===== src/rtl/alu_issue_unit_if.sv =====
// alu_issue_unit_if: request/response handshake bundle between a requester and alu_issue_unit
// master: drives req_valid/op/a/b/keep_flags and resp_ready; sees req_ready and the response
// slave:  the issue unit side of the same signals
interface alu_issue_unit_if #(parameter int WIDTH = 16);
  logic req_valid, req_ready, req_keep_flags;
  logic [4:0] req_op;
  logic [WIDTH-1:0] req_a, req_b;
  logic resp_valid, resp_ready, resp_illegal;
  logic [WIDTH-1:0] resp_result;
  logic [5:0] resp_status;
  modport master(
    output req_valid, req_op, req_a, req_b, req_keep_flags, resp_ready,
    input req_ready, resp_valid, resp_result, resp_status, resp_illegal
  );
  modport slave(
    input req_valid, req_op, req_a, req_b, req_keep_flags, resp_ready,
    output req_ready, resp_valid, resp_result, resp_status, resp_illegal
  );
endinterface


===== src/rtl/alu_issue_unit.sv =====
// alu_issue_unit: two-stage issue/response front end for ALU_16 owning the {C,Z,N,V,P,AC} flag register
// clk, rst_n (sync, active-low); bus: request/response handshake (slave side)
// alu_*: operand/opcode/carry drive to ALU_16 and its result/status back
// flags, flag_load, flag_load_val: architectural flags and software write; done_cnt: completed ops
module alu_issue_unit #(parameter int WIDTH = 16) (
  input  logic             clk,
  input  logic             rst_n,
  alu_issue_unit_if.slave  bus,
  output logic [WIDTH-1:0] alu_a,
  output logic [WIDTH-1:0] alu_b,
  output logic             alu_cin,
  output logic             alu_cflag,
  output logic [4:0]       alu_opcode,
  input  logic [WIDTH-1:0] alu_result,
  input  logic [5:0]       alu_status,
  output logic [5:0]       flags,
  input  logic             flag_load,
  input  logic [5:0]       flag_load_val,
  output logic [15:0]      done_cnt
);
  localparam logic [4:0] ADC = 5'b00101, SBB = 5'b00111, ROL = 5'b10100;
  localparam logic [4:0] ROR = 5'b10101, RCL = 5'b10110, RCR = 5'b10111;
  logic iss_v, iss_keep, capture, legal, c;
  logic [4:0] iss_op;
  logic [WIDTH-1:0] iss_a, iss_b;
  assign capture = iss_v && (!bus.resp_valid || bus.resp_ready);
  assign bus.req_ready = !iss_v || capture;
  // unassigned opcodes are 01100-01111 and 11000-11111
  assign legal = iss_op[4] ? !iss_op[3] : !(iss_op[3] && iss_op[2]);
  assign c = flags[5];
  always_comb begin
    alu_a = iss_v ? iss_a : '0;
    alu_b = iss_v ? iss_b : '0;
    alu_opcode = iss_v ? iss_op : '0;
    // C=1 means "no borrow", so SBB feeds the inverted carry
    alu_cin = !iss_v ? 1'b0 : iss_op == ADC ? c : iss_op == SBB ? !c : 1'b0;
    alu_cflag = !iss_v ? 1'b0 : iss_op == ROL ? iss_a[WIDTH-1] : iss_op == ROR ? iss_a[0] :
                (iss_op == RCL || iss_op == RCR) ? c : 1'b0;
  end
  always_ff @(posedge clk) begin
    if (!rst_n) begin
      iss_v <= 1'b0;
      iss_keep <= 1'b0;
      iss_op <= '0;
      iss_a <= '0;
      iss_b <= '0;
      bus.resp_valid <= 1'b0;
      bus.resp_result <= '0;
      bus.resp_status <= '0;
      bus.resp_illegal <= 1'b0;
      flags <= '0;
      done_cnt <= '0;
    end else begin
      if (bus.req_valid && bus.req_ready) begin
        iss_v <= 1'b1;
        iss_keep <= bus.req_keep_flags;
        iss_op <= bus.req_op;
        iss_a <= bus.req_a;
        iss_b <= bus.req_b;
      end else if (capture) begin
        iss_v <= 1'b0;
      end
      if (capture) begin
        bus.resp_valid <= 1'b1;
        bus.resp_result <= legal ? alu_result : '0;
        bus.resp_status <= legal ? alu_status : '0;
        bus.resp_illegal <= !legal;
        done_cnt <= done_cnt + 16'd1;
      end else if (bus.resp_ready) begin
        bus.resp_valid <= 1'b0;
      end
      if (flag_load) flags <= flag_load_val;
      else if (capture && legal && !iss_keep) flags <= alu_status;
    end
  end
endmodule


===== src/flat_wrapper.sv =====
// flat-port wrapper written by rule: the top's interface ports become plain ports
module alu_issue_unit_flat 
#(parameter int WIDTH = 16)
  (clk, rst_n, alu_a, alu_b, alu_cin, alu_cflag, alu_opcode, alu_result, alu_status, flags, flag_load, flag_load_val, done_cnt, bus_req_valid, bus_req_op, bus_req_a, bus_req_b, bus_req_keep_flags, bus_resp_ready, bus_req_ready, bus_resp_valid, bus_resp_result, bus_resp_status, bus_resp_illegal);
  alu_issue_unit_if #(.WIDTH(WIDTH)) bus_i ();
  input  logic clk;
  input  logic rst_n;
  output logic [WIDTH-1:0] alu_a;
  output logic [WIDTH-1:0] alu_b;
  output logic alu_cin;
  output logic alu_cflag;
  output logic [4:0] alu_opcode;
  input  logic [WIDTH-1:0] alu_result;
  input  logic [5:0] alu_status;
  output logic [5:0] flags;
  input  logic flag_load;
  input  logic [5:0] flag_load_val;
  output logic [15:0] done_cnt;
  input wire logic [$bits(bus_i.req_valid)-1:0] bus_req_valid;
  input wire logic [$bits(bus_i.req_op)-1:0] bus_req_op;
  input wire logic [$bits(bus_i.req_a)-1:0] bus_req_a;
  input wire logic [$bits(bus_i.req_b)-1:0] bus_req_b;
  input wire logic [$bits(bus_i.req_keep_flags)-1:0] bus_req_keep_flags;
  input wire logic [$bits(bus_i.resp_ready)-1:0] bus_resp_ready;
  output wire logic [$bits(bus_i.req_ready)-1:0] bus_req_ready;
  output wire logic [$bits(bus_i.resp_valid)-1:0] bus_resp_valid;
  output wire logic [$bits(bus_i.resp_result)-1:0] bus_resp_result;
  output wire logic [$bits(bus_i.resp_status)-1:0] bus_resp_status;
  output wire logic [$bits(bus_i.resp_illegal)-1:0] bus_resp_illegal;
  assign bus_i.req_valid = bus_req_valid;
  assign bus_i.req_op = bus_req_op;
  assign bus_i.req_a = bus_req_a;
  assign bus_i.req_b = bus_req_b;
  assign bus_i.req_keep_flags = bus_req_keep_flags;
  assign bus_i.resp_ready = bus_resp_ready;
  assign bus_req_ready = bus_i.req_ready;
  assign bus_resp_valid = bus_i.resp_valid;
  assign bus_resp_result = bus_i.resp_result;
  assign bus_resp_status = bus_i.resp_status;
  assign bus_resp_illegal = bus_i.resp_illegal;
  alu_issue_unit #(.WIDTH(WIDTH)) u_core (.clk(clk), .rst_n(rst_n), .bus(bus_i), .alu_a(alu_a), .alu_b(alu_b), .alu_cin(alu_cin), .alu_cflag(alu_cflag), .alu_opcode(alu_opcode), .alu_result(alu_result), .alu_status(alu_status), .flags(flags), .flag_load(flag_load), .flag_load_val(flag_load_val), .done_cnt(done_cnt));
endmodule

===== config.mk =====
export PLATFORM = sky130hd
export DESIGN_NAME = alu_issue_unit_flat
export DESIGN_NICKNAME = d
export VERILOG_FILES = /design/src/rtl/alu_issue_unit_if.sv /design/src/rtl/alu_issue_unit.sv /design/src/flat_wrapper.sv
export SDC_FILE = /design/constraint.sdc
export NUM_CORES = 1
export LEC_CHECK = 0
export CAP_MARGIN = 5
export CORE_AREA = 2 2 95 97
export DETAILED_ROUTE_END_ITERATION = 12
export DIE_AREA = 0 0 97 99
export HOLD_SLACK_MARGIN = 0.03
export PLACE_DENSITY = 0.78
export SETUP_SLACK_MARGIN = 0.1
export SLEW_MARGIN = 15
export SYNTH_ARGS = -nofsm -noshare
export SYNTH_HDL_FRONTEND = slang
export SYNTH_SLANG_ARGS = --single-unit

===== constraint.sdc =====
create_clock -name clk -period 1.85 [get_ports clk]
set_input_delay 0.185 -clock clk [delete_from_list [all_inputs] [get_ports clk]]
set_output_delay 0.185 -clock clk [all_outputs]
set_load 0.02 [all_outputs]

Yosys cells after proc, flatten, opt, wreduce, memory -nomap -nowiden --
Index checks and enable logic that the tools add are counted.
Word-level totals: bits in registers 85, input bits 71, output and inout bits 86, logic and storage cells 55
Operators by class: $add $sub $neg 1, equal/unequal tests 6, multiplexer cells 19, reduce and logical (&&, ||, !) cells 18
Operator list (number):
- $mux W16 | 3
- $eq A5 B5 Y1 const B | 4
- $mux W6 | 3
- $add A16 B1 Y16 const B | 1
- $mux W1 | 12
- $eq A5 B3 Y1 const B | 2
- $logic_not A1 Y1 | 7
- $reduce_bool A2 Y1 | 3
- $logic_and A1 B1 Y1 | 5
- $mux W5 | 1
- $logic_or A1 B1 Y1 | 3

Depth between registers and ports, before layout --
depth after elaboration 7, gate-level depth with buffers 6, gate-level depth less buffers 5

Worst setup path after synthesis --
OpenSTA, ideal clock, no wires.
kind flip-flop to output port, start reg u_core.iss_v, end out alu_cin, data arrival time 1668 ps, data required time 1665 ps, slack -3 ps, cell stages (with the launch flop) 5, buffers on the path 1, path through dfxtp_1 -> buf_2 -> and2_1 -> nand2b_1 -> nor4b_1
Between the ends: word-level cells in the longest chain between the ends 1
Ends and longest elaborated chain:
- start: declaration | RTL line alu_issue_unit.sv:23 | logic iss_v, iss_keep, capture, legal, c;
- start signal: assignment | RTL line alu_issue_unit.sv:42 | iss_v <= 1'b0;
- start signal: assignment | RTL line alu_issue_unit.sv:55 | iss_v <= 1'b1;
- start signal: assignment | RTL line alu_issue_unit.sv:61 | iss_v <= 1'b0;
- $mux W1 | RTL line alu_issue_unit.sv:36 | alu_cin = !iss_v ? 1'b0 : iss_op == ADC ? c : iss_op == SBB ? !c : 1'b0;
- end: declaration | RTL line flat_wrapper.sv:10 | output logic alu_cin;
No other way between the ends.

Final worst setup path --
start reg u_core.iss_v, end out alu_opcode[1]
Between the ends: word-level cells in the longest chain between the ends 1
Ends and longest elaborated chain:
- $mux W5 | RTL line alu_issue_unit.sv:34 | alu_opcode = iss_v ? iss_op : '0;
- end: declaration | RTL line flat_wrapper.sv:12 | output logic [4:0] alu_opcode;
No other way between the ends.

==> qor.csv <==
stage,metric,value,unit
final_layout,# diodes,0,
cts,CTS tree,done,
drt,total length of routed wires,9390,um
placement,DP Area,0.00523,mm^2
final_layout,Multi-input gate area,0.00164,mm^2
min_path,HP Class,in -> reg,
final_layout,Fillers,740,
cts,H-tree depth,3,
sta,crit share post-route,0.901,
grt,number of global-route vias before repair,3206,
worst_setup_path,CP endpoint kind,output pin,
logic_synthesis,syn avg cell area,8.40,um^2
floorplanning,core area,0.00855,mm^2
worst_setup_path,CP Launch Type,register,
logic_synthesis,largest family of logic cells by synthesized area,simple AND/OR/NAND/NOR gates,
logic_synthesis,synth unique cells,35,
sta,final setup TNS,0,ns
grt,GRT Total Usage,0.187,
cts,"Clk Latency, worst-skew pair",0.34,ns
placement,Port Buffers,156,
pwr,pwr/cell area,685,mW/mm^2
sta,final slew viol count,0,
sta,unrepaired setup endpoints after global routing,false,
logic_synthesis,post-synthesis compound-gate area fraction,0.156,
drt,DRC,0,
sta,fin crit period,1.67,ns
worst_setup_path,slowest cell on the critical path,dfxtp_2,
pwr,VDD IR-drop max,0.402,mV
logic_synthesis,"FF+latch count, synth",85,
worst_setup_path,critical path required time,1.66,ns
logic_synthesis,XOR/XNOR share of the synthesized area,0.0228,
worst_setup_path,"slowest stage delay, CP",0.40,ns
floorplanning,Initial Util,0.405,
logic_synthesis,simple-gate portion of the synthesized area,0.265,
placement,GP Congestion,0.789,
grt,first-pass GRT wire length,14800,um
final_layout,fin area,0.00534,mm^2
drt,DR WL/cell,13.9,um
floorplanning,Die Y,99,um
floorplanning,Die X,97,um
cts,Root Buffer,clkbuf_8,
grt,pin count of the biggest net entering global routing,44,
drt,drt pass-1 iters,4,
cts,clock slew at reported path FFs,0.08,ns
final_layout,Seq. cell area,0.00170,mm^2
run,max_cap viols,0,
drt,starting DRC count in detailed routing,131,
pwr,leak pwr,2.18,nW
sta,Max Fclk,0.600,GHz
final_layout,Nets,637,
status,status,finished clean,
grt,total grt overflow,0,
final_layout,area grow syn2layout,54.4,%
logic_synthesis,Synth Net Count,484,
sta,Worst Tran Pin Value,0.647,ns
worst_setup_path,Worst path top cell family by delay,buffers and inverters,
grt,initial antenna violation count,0,
cts,Num Clock Sinks,85,
floorplanning,Cell Rows,34,
floorplanning,IO Pins,157,
logic_synthesis,mux share of post-synthesis cell area,0.0203,
final_layout,ratio of cells with drive above 1 in the final layout,0.0704,
logic_synthesis,adder-cell share of the synthesized area,0.00362,
worst_setup_path,crit path buf inv count,3,
drt,post-route ant nets,0,
sta,clock skew,0.00978,ns
drt,routed vias/inst,4.96,
floorplanning,die area,0.00960,mm^2
sta,Slew HR,0.568,
cts,clock buffer depth,2,
cts,CTS Hold Buffers Added,0,
sta,final setup vio count,0,
cts,cts bufs inserted,9,
worst_setup_path,crit path cell chain,"buf_4, inv_2, nor2_1, dlygate4sd2_1",
logic_synthesis,yosys warns,0,
drt,vias,3356,
sta,Final Hold Fails,0,
logic_synthesis,"Seq/Total Area, Yosys",0.492,
worst_setup_path,crit path kind,reg -> out,
logic_synthesis,Synth Cell Area,0.00346,mm^2
placement,HPWL Detailed,6670,um
worst_setup_path,worst-path fanout max,5,
worst_setup_path,arrival time of the worst setup path,1.48,ns
logic_synthesis,post-synthesis cell count,412,
==> synth_stat cells, drive strengths merged <==
cell type	instances	area share
xnor2	2	0.0051
inv	5	0.0054
nand4	8	0.021
nor4	1	0.0061
nor2	31	0.034
a211oi	1	0.0022
or3	3	0.0054
nand2b	2	0.0036
ha	1	0.0036
nor4b	1	0.0025
nor3	2	0.0029
mux2i	7	0.020
o21a	1	0.0022
o31ai	4	0.0087
clkbuf	15	0.016
and3	2	0.0054
nor2b	1	0.0018
nand3	7	0.012
a22oi	22	0.048
nand3b	1	0.0022
nand2	82	0.089
a21oi	56	0.081
xor2	7	0.018
buf	12	0.018
and2	37	0.067
o21ai	10	0.014
dfxtp	85	0.49
and4	2	0.0051
or4	4	0.0087
==> kinds of logic (layout without fill, tap and decap cells) <==
logic type	after synthesis	in the layout
AO/OA/AOI/OAI	94	94
multiplexers	7	7
flip-flops	85	85
AND/OR/NAND/NOR	184	184
adder cells (fa/ha/maj)	1	1
buffers and inverters	32	188
XOR/XNOR	9	9
==> metrics by stage <==
step / instances / power, W / setup slack (ns) / hold slack (ns) / util
floorplan: 412 / 0.00229 / 0.139 / 0.321 / -
global placement: 661 / 0.00263 / 0.0899 / 0.437 / 0.611
detailed placement: 661 / 0.00265 / 0.0249 / 0.443 / 0.611
CTS: 675 / 0.00370 / 0.0571 / 0.379 / 0.623
global route: 676 / 0.00384 / 0.106 / 0.386 / 0.625
finish: 676 / 0.00366 / 0.184 / 0.392 / 0.625
==> power by group <==
group / leakage (nW) / internal [W] / switching (W) / total [W]
clock network: 0.0788 / 0.000468 / 0.000597 / 0.00106
registers: 0.697 / 0.00192 / 0.0000519 / 0.00197
logic: 1.40 / 0.000333 / 0.000295 / 0.000628
total: 2.18 / 0.00272 / 0.000944 / 0.00366
==> repair_timing <==
action | 4_1_cts | 5_1_grt
setup endpoints to repair | 40 | 4
cloned | 0 | 1
buffers inserted | 0 | 0
resized for setup | 43 | 6
==> sequential cells by signal, summed over array words and instances, names as in the netlist <==
register	flops
u_core.iss_a	16
u_core.flags	6
u_core.done_cnt	16
u_core.iss_op	5
u_core.iss_keep	1
u_core.iss_b	16
u_core.bus.resp_result	16
u_core.bus.resp_status	6
u_core.bus.resp_valid	1
u_core.iss_v	1
u_core.bus.resp_illegal	1
==> final cells by class <==
cell class | count | share of cell area
well taps | 108 | 0.0253
repair buffers | 169 | 0.317
inverters | 5 | 0.00351
flip-flops and latches | 85 | 0.319
clock buffers | 11 | 0.0246
clock inverters | 3 | 0.00281
multi-input cells | 295 | 0.308
==> routing by layer <==
layer / global-route usage / vias to the layer above / routed length [um]
li1: - / 1702 / -
met1: 0.225 / 1524 / 4120
met2: 0.312 / 115 / 4370
met3: 0.0730 / 15 / 749
met4: 0.0531 / 0 / 146
met5: 0 / - / 0
==> cell usage in the layout (no fill, tap or decap), drive strengths merged <==
| cell type | n |
|---|---|
| a211oi | 1 |
| xor2 | 7 |
| and3 | 2 |
| a22oi | 22 |
| nand2 | 82 |
| and2 | 37 |
| nand3b | 1 |
| o31ai | 4 |
| nor2 | 31 |
| clkdlybuf4s50 | 116 |
| nand3 | 7 |
| inv | 5 |
| ha | 1 |
| dlygate4sd2 | 38 |
| dfxtp | 85 |
| mux2i | 7 |
| nor4b | 1 |
| nand2b | 2 |
| or4 | 4 |
| buf | 13 |
| nor3 | 2 |
| nor4 | 1 |
| nand4 | 8 |
| a21oi | 56 |
| o21a | 1 |
| xnor2 | 2 |
| and4 | 2 |
| nor2b | 1 |
| clkinv | 3 |
| clkbuf | 13 |
| or3 | 3 |
| o21ai | 10 |
==> worst min-delay path: stages <==
cell             delay, ns
clkdlybuf4s50_1       0.40
nand2_1               0.05
a21oi_1               0.05
==> path summary, 6_finish.rpt <==
check	startpoint	to	slack [ns]	cells after the start
setup / recovery	u_core.iss_v	alu_opcode[1]	0.18	4
hold / removal	bus_req_op[3]	u_core.iss_op[3]	0.39	3
setup reg to reg	u_core.done_cnt[1]	u_core.done_cnt[14]	0.23	5
hold reg to reg	u_core.iss_b[9]	u_core.iss_b[9]	0.45	2
Power figures use the tool's default switching activity.
